===== config.mk =====
export PLATFORM = sky130hd
export DESIGN_NAME = stack_ctrl
export DESIGN_NICKNAME = d
export VERILOG_FILES = /design/src/rtl/stack_ctrl_pkg.sv /design/src/rtl/stack_ptr_reg.sv /design/src/rtl/stack_ctrl.sv
export SDC_FILE = /design/constraint.sdc
export NUM_CORES = 1
export LEC_CHECK = 0
export CELL_PAD_IN_SITES_DETAIL_PLACEMENT = 1
export CELL_PAD_IN_SITES_GLOBAL_PLACEMENT = 1
export CORE_ASPECT_RATIO = 1.25
export CORE_MARGIN = 10
export CORE_UTILIZATION = 35
export CTS_CLUSTER_DIAMETER = 30
export DETAILED_ROUTE_END_ITERATION = 10
export PLACE_DENSITY_LB_ADDON = 0.1
export SYNTH_ARGS = -nofsm -noshare
export SYNTH_HDL_FRONTEND = slang
export SYNTH_HIERARCHICAL = 1
export SYNTH_SLANG_ARGS = --single-unit
export TNS_END_PERCENT = 100

===== constraint.sdc =====
create_clock -name clk -period 5.2 [get_ports clk]
set_input_delay 1.56 -clock clk [delete_from_list [all_inputs] [get_ports clk]]
set_output_delay 1.56 -clock clk [all_outputs]
set_load 0.02 [all_outputs]

===== src/rtl/stack_ctrl_pkg.sv =====
// Shared types and helpers for the hardware stack controller.
package stack_ctrl_pkg;

  typedef enum logic [1:0] {
    StIdle   = 2'd0,
    StAccess = 2'd1,
    StRdWait = 2'd2,
    StResp   = 2'd3
  } state_e;

  // SP value of an empty full-descending stack of 2**aw words.
  function automatic int unsigned sp_empty_val(input int unsigned aw);
    return 32'd1 << aw;
  endfunction

endpackage


===== src/rtl/stack_ptr_reg.sv =====
// Stack pointer register with increment/decrement and empty/full flags.
module stack_ptr_reg
  import stack_ctrl_pkg::*;
#(
  parameter int unsigned AddrW = 10
) (
  input  logic           clk,
  input  logic           async_reset,
  input  logic           inc,
  input  logic           dec,
  output logic [AddrW:0] sp,
  output logic           empty,
  output logic           full
);

  localparam int unsigned SpW = AddrW + 1;
  localparam logic [AddrW:0] SpEmpty = SpW'(sp_empty_val(AddrW));

  logic [AddrW:0] sp_q, sp_d;

  always_comb begin
    sp_d = sp_q;
    if (inc) begin
      sp_d = sp_q + SpW'(1);
    end else if (dec) begin
      sp_d = sp_q - SpW'(1);
    end
  end

  always_ff @(posedge clk or posedge async_reset) begin
    if (async_reset) begin
      sp_q <= SpEmpty;
    end else begin
      sp_q <= sp_d;
    end
  end

  assign sp    = sp_q;
  assign empty = (sp_q == SpEmpty);
  assign full  = (sp_q == '0);

endmodule


===== src/rtl/stack_ctrl.sv =====
// Push/pop controller between the core and DMEM; owns the full-descending stack pointer.
module stack_ctrl
  import stack_ctrl_pkg::*;
#(
  parameter int unsigned BITS            = 32,
  parameter int unsigned ADDR_WIDTH_DMEM = 10
) (
  input  logic                       clk,
  input  logic                       async_reset,
  input  logic                       req_valid,
  output logic                       req_ready,
  input  logic                       req_push,
  input  logic [BITS-1:0]            req_data,
  output logic                       resp_valid,
  input  logic                       resp_ready,
  output logic [BITS-1:0]            resp_data,
  output logic                       resp_err,
  output logic                       mem_en,
  output logic                       mem_we,
  output logic [ADDR_WIDTH_DMEM-1:0] mem_addr,
  output logic [BITS-1:0]            mem_wdata,
  input  logic [BITS-1:0]            mem_rdata,
  output logic [ADDR_WIDTH_DMEM:0]   sp,
  output logic                       empty,
  output logic                       full
);

  localparam int unsigned AW = ADDR_WIDTH_DMEM;

  state_e          state_q, state_d;
  logic            push_q, push_d;
  logic [BITS-1:0] resp_data_q, resp_data_d;
  logic            resp_err_q, resp_err_d;
  logic            mem_en_q, mem_en_d;
  logic            mem_we_q, mem_we_d;
  logic [AW-1:0]   mem_addr_q, mem_addr_d;
  logic [BITS-1:0] mem_wdata_q, mem_wdata_d;
  logic            sp_inc, sp_dec;

  stack_ptr_reg #(
    .AddrW (AW)
  ) u_sp (
    .clk         (clk),
    .async_reset (async_reset),
    .inc         (sp_inc),
    .dec         (sp_dec),
    .sp          (sp),
    .empty       (empty),
    .full        (full)
  );

  always_comb begin
    state_d     = state_q;
    push_d      = push_q;
    resp_data_d = resp_data_q;
    resp_err_d  = resp_err_q;
    mem_en_d    = 1'b0;
    mem_we_d    = 1'b0;
    mem_addr_d  = '0;
    mem_wdata_d = '0;
    sp_inc      = 1'b0;
    sp_dec      = 1'b0;
    req_ready   = 1'b0;
    resp_valid  = 1'b0;
    unique case (state_q)
      StIdle: begin
        req_ready = 1'b1;
        if (req_valid) begin
          push_d = req_push;
          if (req_push ? full : empty) begin
            resp_err_d = 1'b1;
            state_d    = StResp;
          end else begin
            // DMEM port is loaded here so it is driven from flops during ACCESS.
            mem_en_d    = 1'b1;
            mem_we_d    = req_push;
            mem_addr_d  = req_push ? (sp[AW-1:0] - AW'(1)) : sp[AW-1:0];
            mem_wdata_d = req_push ? req_data : '0;
            state_d     = StAccess;
          end
        end
      end
      StAccess: begin
        if (push_q) begin
          sp_dec  = 1'b1;
          state_d = StResp;
        end else begin
          sp_inc  = 1'b1;
          state_d = StRdWait;
        end
      end
      StRdWait: begin
        resp_data_d = mem_rdata;
        state_d     = StResp;
      end
      StResp: begin
        resp_valid = 1'b1;
        if (resp_ready) begin
          resp_data_d = '0;
          resp_err_d  = 1'b0;
          state_d     = StIdle;
        end
      end
      default: state_d = StIdle;
    endcase
  end

  always_ff @(posedge clk or posedge async_reset) begin
    if (async_reset) begin
      state_q     <= StIdle;
      push_q      <= 1'b0;
      resp_data_q <= '0;
      resp_err_q  <= 1'b0;
      mem_en_q    <= 1'b0;
      mem_we_q    <= 1'b0;
      mem_addr_q  <= '0;
      mem_wdata_q <= '0;
    end else begin
      state_q     <= state_d;
      push_q      <= push_d;
      resp_data_q <= resp_data_d;
      resp_err_q  <= resp_err_d;
      mem_en_q    <= mem_en_d;
      mem_we_q    <= mem_we_d;
      mem_addr_q  <= mem_addr_d;
      mem_wdata_q <= mem_wdata_d;
    end
  end

  assign resp_data = resp_data_q;
  assign resp_err  = resp_err_q;
  assign mem_en    = mem_en_q;
  assign mem_we    = mem_we_q;
  assign mem_addr  = mem_addr_q;
  assign mem_wdata = mem_wdata_q;

endmodule


## Yosys cells after proc, flatten, opt, wreduce, memory -nomap -nowiden

Index checks and enable logic that the tools add are counted.

- Register bits after elaboration: 91
- Output and inout bits: 92
- Logic and storage cells: 62

- Add/subtract/negate cells: 3
- Equal/unequal tests: 7
- Muxes and demuxes: 34
- Reduce and logical (&&, ||, !) cells: 9

Operators with widths:

| operator | count |
|---|---|
| $mux W32 | 5 |
| $pmux W32 S2 | 1 |
| $mux W10 | 4 |
| $mux W11 | 2 |
| $mux W1 | 17 |
| $add A11 B1 Y11 const B | 1 |
| $eq A11 B11 Y1 const B | 1 |
| $logic_not A11 Y1 | 1 |
| $sub A11 B1 Y11 const B | 1 |
| $sub A10 B1 Y10 const B | 1 |
| $pmux W2 S4 | 1 |
| $mux W2 | 3 |
| $ne A2 B2 Y1 const B | 3 |
| $reduce_and A2 Y1 | 3 |
| $reduce_bool A2 Y1 | 3 |
| $eq A2 B2 Y1 const B | 2 |
| $reduce_and A4 Y1 | 1 |
| $eq A2 B1 Y1 const B | 1 |
| $logic_not A2 Y1 | 1 |
| $pmux W1 S2 | 1 |

## Depth between registers and ports, before layout

Gate-level depths: netlist (run 1).

- Depth in word-level cells: 5
- Depth in mapped cells: 11
- Mapped depth without buffers: 10

## Modules after synthesis

Netlist (run 1), hierarchy kept.

Modules (own cells, without submodules):

| module | times used | cells an instance | area an instance (sq um) | sequential area each (sq um) |
|---|---|---|---|---|
| stack_ctrl | 1 | 224 | 2990.4 | 2001.9 |
| stack_ptr_reg | 1 | 94 | 874.6 | 276.5 |

## Worst setup path before layout (run 1)

OpenSTA, ideal clock, no wires.

- Path type: reg2out
- From: reg u_sp.sp_q[0], in the netlist u_sp/sp[0]
- To: out full
- Data arrival time: 1.255 ns
- Required time: 3.640 ns
- Slack: 2.385 ns
- Cell stages (with the launch flop): 4
- Path buffers: 0
- Path through: dfrtp_1 nor4_1 nand3_1 nor2_1

- Longest elaborated chain between the ends: 1

RTL lines:

| element | line | RTL |
|---|---|---|
| start: declaration | stack_ptr_reg.sv:19 | `logic [AddrW:0] sp_q, sp_d;` |
| start signal: assignment | stack_ptr_reg.sv:32 | `sp_q <= SpEmpty;` |
| start signal: assignment | stack_ptr_reg.sv:34 | `sp_q <= sp_d;` |
| $logic_not A11 Y1 | stack_ptr_reg.sv:40 | `assign full = (sp_q == '0);` |
| end: declaration | stack_ctrl.sv:25 | `output logic full` |

No other way between the ends.

## Worst setup path after layout (run 1)

Same ends and word-level chain as after synthesis.

==> impl_metrics.csv, run 1 <==
group,metric,value,unit
grt,antenna_found_initial,0,
sta,tightest_slew,0.901,ns
synthesis,ys_ff_latch,91,
synthesis,synth_top_cell_by_area,"dfrtp_1",
grt,first_global_vias,3304,
sta,final.setup.tns,0,ns
finish,final_layout_size_suffix_gt1_share,7.71,%
detailed_routing,wl,12800,µm
sta,fin_crit_sh,71.3,%
synthesis,synth_top_area_share,58.3,%
clock_network,cts_resized,0,
critical_path,critPathLaunchType,"flop",
grt,grt_max_degree,44,
die,die_h,137,µm
sta,final-setup-viol-count,0,
synthesis,synth_area_leaders,"dfrtp_1, a22o_1, and2_1",
sta,hold_viol_final,0,
run_status,outcome,"completed",
critical_path,rr_worst_depth,10,
pwr,p_clk_share,18.3,%
critical_path,timing.critical_path.from,"u_sp/sp[0]",
sta,finalClockSkew,0.00618,ns
detailed_routing,drc_errors,0,
die,dieWidth,114,µm
clock_network,holdBufCountCts,0,
detailed_routing,drtIter0Drc,175,
clock_network,cts.sinks,91,
detailed_routing,viasPerCell,5.08,
pwr,power_density,615,nW/µm²
synthesis,syn_avg_cell_area,12.2,µm²
critical_path,worstPathRequired,3.64,ns
placed_design,port_buffers,160,
clock_network,numCtsBuffers,9,
hold_path,holdPathStages,1,
critical_path,worstSetupEndpointType,"output port",
sta,max_freq,0.270,GHz
synthesis,synthesis.nets,402,
grt,grtUsageTotal,16.2,%
synthesis,yosysWarningCount,6,
pwr,switchingPower,1.46,mW
die,rows,42,
critical_path,cp.arrival,2.15,ns
pwr,pwr-share-comb,51.6,%
synthesis,async_reset_ff_share,100,%
die,die_area,15700,µm²
critical_path,crit_path_max_fanout,8,
synthesis,synth-edff-count,0,
detailed_routing,wl_per_cell,20.9,µm
finish,synthToLayoutAreaGrowth,52.6,%
synthesis,synth_cell_types,54,
detailed_routing,postRouteAntennaNets,0,
clock_network,worstSkewPairLatency,0.33,ns
pwr,seqPwrFrac,30.2,%
synthesis,synth_top_flop_cell,"dfrtp_1",
hold_path,hold_start,"resp_data[12]",
pwr,leakage,2.62,nW
grt,grt_overflow_total,0,
detailed_routing,dr.pass1.iters,4,
placed_design,hpwl,9750,µm
placed_design,place_congestion,0.819,
finish,diodes,0,
clock_network,cts_max_level,3,
finish,fin_nets,559,
clock_network,post-cts-setup-buffers,0,
clock_network,clk_transition_reported_paths,0.06,ns
critical_path,rr_startpoint,"state_q[1]",
clock_network,cts_tree,"built",
pwr,switching_share,40.3,%
detailed_routing,vias,3108,
sta,rsz0062_at_grt,"false",
run,cap_viol_max_count,0,
clock_network,root_buffer,"clkbuf_16",
synthesis,ys_seq_area_share,59.0,%
pwr,ir_drop,0.308,mV
sta,timing_max_transition_violations_final,0,
critical_path,r2r_setup_slack,2.17,ns
grt,grt_pass1_wl,19900,µm
sta,finalHoldWorstSlack,0.502,ns
synthesis,synth_commonest_cells,"dfrtp_1, and2_1, a22o_1, clkbuf_1, ha_1",
synthesis,synth.most_common_cell,"dfrtp_1",
die,core,10700,µm²
synthesis,syn_area,3860,µm²
die,start_util,36.1,%
sta,relSlewSlack,39.9,%
synthesis,synthCells,318,
critical_path,crit_type,"reg -> out",
hold_path,hold_path_class,"reg -> reg",
clock_network,clockBufferDepth,2,
die,ios,161,
sta,fin_crit,3.71,ns
pwr,p_int,2.17,mW
kinds of logic after synthesis:
| group | synth area share, % |
|---|---|
| AND/OR/NAND/NOR | 13.8 |
| flip-flops | 59.0 |
| AO/OA/AOI/OAI | 15.3 |
| buffers and inverters | 2.69 |
| adder cells (fa/ha/maj) | 5.05 |
| XOR/XNOR | 2.27 |
| multiplexers | 1.94 |
layout by cell type (no fill, tap or decap), drive strengths merged, types with 3 or more instances in the layout:
| master | count |
|---|---|
| mux2i | 3 |
| and2 | 34 |
| nand2b | 3 |
| nor4 | 4 |
| or2 | 3 |
| a21oi | 13 |
| clkdlybuf4s50 | 160 |
| nand2 | 11 |
| a21o | 4 |
| ha | 14 |
| clkbuf | 10 |
| nor2 | 11 |
| xnor2 | 5 |
| buf | 3 |
| clkinv | 5 |
| inv | 9 |
| nor2b | 4 |
| or4 | 4 |
| nand3 | 3 |
| o31ai | 4 |
| nor3 | 4 |
| mux2 | 4 |
| o21ai | 10 |
| xor2 | 5 |
| dfrtp | 90 |
| a22o | 32 |
registers in the layout, indices dropped and copies added (netlist names):
signal     count
mem_wdata     32
resp_data     32
u_sp/sp       11
mem_addr      10
state_q        2
mem_en         1
mem_we         1
push_q         1
resp_err       1
power by group through the flow:
stage / Combinational (mW) / Sequential, mW / Clock [mW]
2_1_floorplan: 0.955 / 1.29 / 0
3_3_place_gp: 1.82 / 1.09 / 0
3_5_place_dp: 1.88 / 1.11 / 0
4_1_cts: 1.90 / 1.10 / 0.678
5_1_grt: 2.04 / 1.13 / 0.709
6_report: 1.87 / 1.09 / 0.663
layer usage:
layer / share of wire [%] / up-vias / global-route usage [%]
met2: 50 / 98 / 27.7
li1: - / 1446 / -
met3: 7.1 / 11 / 4.74
met5: 0 / - / 0
met1: 41 / 1553 / 19.2
met4: 1.2 / 0 / 4.67
final timing paths:
check	end
max	full
min	resp_data[12]
max reg2reg	u_sp/sp[10]
max in group asynchronous	push_q
min in group asynchronous	u_sp/sp[2]
min reg2reg	resp_data[12]
worst max-delay path: stages, from the launching register on:
cell and delay, ns:
dfrtp_1 0.50, nor4_1 0.29, nand3_1 0.16, nor2_1 0.21
clkdlybuf4s50_1 0.65
metrics by stage:
step	util [%]	instance area, µm²	std cells	power (mW)	setup slack (ns)
2_1_floorplan	-	3860	318	2.24	1.59
3_3_place_gp	52.2	5600	596	2.92	1.82
3_5_place_dp	52.2	5600	596	2.99	1.74
4_1_cts	55.0	5900	612	3.67	1.44
5_1_grt	55.0	5900	612	3.88	1.35
6_report	55.0	5900	612	3.63	1.49
cell type report:
type | count | area [µm²]
fill | 1139 | 4820
timing repair buffer | 163 | 1620
multi-input combinational | 200 | 1490
sequential | 91 | 2280
inverter | 10 | 38.8
tap | 132 | 165
clock inverter | 6 | 65.1
clock buffer | 10 | 239
No activity file was read; power rests on OpenSTA's default activity.
==> inputs of run 2 (changes only) <==
--- a/config.mk
+++ b/config.mk
@@ -9,7 +9,7 @@
 export CELL_PAD_IN_SITES_GLOBAL_PLACEMENT = 1
 export CORE_ASPECT_RATIO = 1.25
 export CORE_MARGIN = 10
-export CORE_UTILIZATION = 35
+export CORE_UTILIZATION = 29
 export CTS_CLUSTER_DIAMETER = 30
 export DETAILED_ROUTE_END_ITERATION = 10
 export PLACE_DENSITY_LB_ADDON = 0.1
==> constraint.sdc (replaced) <==
create_clock -name clk -period 3.38 [get_ports clk]
set_input_delay 1.014 -clock clk [delete_from_list [all_inputs] [get_ports clk]]
set_output_delay 1.014 -clock clk [all_outputs]
set_load 0.02 [all_outputs]
==> impl_metrics.csv, run 2 (same netlist as run 1, synthesis figures left out) <==
group,metric,value,unit
run_status,outcome,"completed",
finish,most-common-layout-cells,"clkdlybuf4s50_1, dfrtp_1, and2_1",
grt,first_global_vias,3281,
grt,grt_pass1_wl,19700,µm
clock_network,cts_max_level,3,
clock_network,worstSkewPairLatency,0.34,ns
sta,fin_crit_sh,94.0,%
clock_network,cts_tree,"built",
hold_path,hold_path_class,"reg -> reg",
critical_path,path_buf_inv,1,
die,ios,161,
finish,synthToLayoutAreaGrowth,54.1,%
finish,diodes,0,
finish,fin_cells,655,
critical_path,critical_path.slowest_cell,"clkdlybuf4s50_1",
grt,grt_overflow_total,0,
critical_path,critPathLaunchType,"flop",
finish,final_common_cell,"clkdlybuf4s50_1",
placed_design,dp.cells,639,
sta,finalClockSkew,0.00794,ns
detailed_routing,dr.pass1.iters,4,
grt,grt_max_degree,36,
placed_design,place_congestion,0.806,
detailed_routing,viasPerCell,4.73,
detailed_routing,wl_per_cell,19.7,µm
detailed_routing,wl,12900,µm
die,dieWidth,123,µm
sta,rsz0062_at_grt,"false",
pwr,ir_drop,0.470,mV
finish,final_layout_size_suffix_gt1_share,8.26,%
detailed_routing,vias,3101,
die,start_util,29.3,%
pwr,power_density,924,nW/µm²
critical_path,path_cells,"nor4_1, nand3_1, nor2_1, clkdlybuf4s50_1",
critical_path,cp.arrival,2.16,ns
placed_design,hpwl,9900,µm
die,rows,47,
detailed_routing,postRouteAntennaNets,0,
finish,fillCellCount,1442,
clock_network,clockBufferDepth,2,
clock_network,cts.sinks,91,
critical_path,crit_path_max_fanout,10,
die,core,13200,µm²
sta,timing_max_transition_violations_final,0,
critical_path,cp_top_family,"simple AND/OR/NAND/NOR gates",
detailed_routing,drtIter0Drc,170,
sta,final-setup-viol-count,0,
clock_network,holdBufCountCts,0,
sta,hold_viol_final,0,
sta,fin_crit,3.18,ns
sta,relSlewSlack,50.0,%
grt,grtUsageTotal,13.9,%
critical_path,slowest_delay,0.64,ns
critical_path,crit_type,"reg -> out",
finish,fin_nets,563,
sta,tightest_slew,0.749,ns
sta,max_freq,0.315,GHz
critical_path,worstPathRequired,2.37,ns
clock_network,numCtsBuffers,9,
clock_network,clk_transition_reported_paths,0.07,ns
die,die_h,149,µm
grt,antenna_found_initial,0,
placed_design,port_buffers,160,
sta,final.setup.tns,0,ns
detailed_routing,drc_errors,0,
pwr,leakage,2.64,nW
run,cap_viol_max_count,0,
clock_network,root_buffer,"clkbuf_16",
critical_path,worstSetupEndpointType,"output port",
die,die_area,18400,µm²
## run 2: layout make-up
cell class,count,area [µm²],share of cell area (%)
tap,171,214,3.59
timing repair buffer,167,1660,27.8
multi-input combinational,200,1490,25.0
clock inverter,5,37.5,0.630
sequential,91,2280,38.2
inverter,10,38.8,0.651
clock buffer,11,243,4.07
## run 2: per-layer routing
metal / vias up / part of all wire, % / track usage [%]
met5: - / 0 / 0
met4: 0 / 1.9 / 5.43
met3: 14 / 8.7 / 3.90
met2: 111 / 49 / 22.7
met1: 1518 / 41 / 16.8
li1: 1458 / - / -
## run 2: stage by stage
step / worst slack, ns / total power [mW] / util, % / hold WS [ns] / cell area, µm²
floorplan: 0.314 / 3.45 / - / 0.504 / 3860
global placement: 0.484 / 4.53 / 43.1 / 0.481 / 5670
detailed placement: 0.428 / 4.59 / 43.1 / 0.481 / 5670
CTS: 0.0993 / 5.59 / 45.2 / 0.504 / 5950
global route: 0.0179 / 5.91 / 45.2 / 0.522 / 5960
finish: 0.202 / 5.51 / 45.2 / 0.497 / 5960
## run 2: path summary, 6_finish.rpt
check | start | endpoint | slack, ns | depth (start not counted)
worst min register to register | resp_data[31] | resp_data[31] | 0.50 | 1
worst max register to register | state_q[1] | u_sp/sp[10] | 0.40 | 10
min in group asynchronous | async_reset | u_sp/sp[4] | 1.07 | 2
worst max-delay path | u_sp/sp[3] | empty | 0.20 | 4
max in group asynchronous | async_reset | resp_data[10] | 1.58 | 3
worst min-delay path | resp_data[31] | resp_data[31] | 0.50 | 1
## run 2: timing repair
| action | 4_1_cts | 5_1_grt |
|---|---|---|
| setup endpoints to repair | 0 | 1 |
| gates resized for setup | 0 | 1 |
| setup buffers | 0 | 0 |
## run 2: report_power, final
group | leakage (nW) | internal (mW) | total [mW] | switching (mW)
Clock | 0.132 | 0.522 | 0.959 | 0.437
Sequential | 1.20 | 1.40 | 1.67 | 0.267
Combinational | 1.31 | 1.34 | 2.88 | 1.54
Total | 2.64 | 3.26 | 5.51 | 2.24
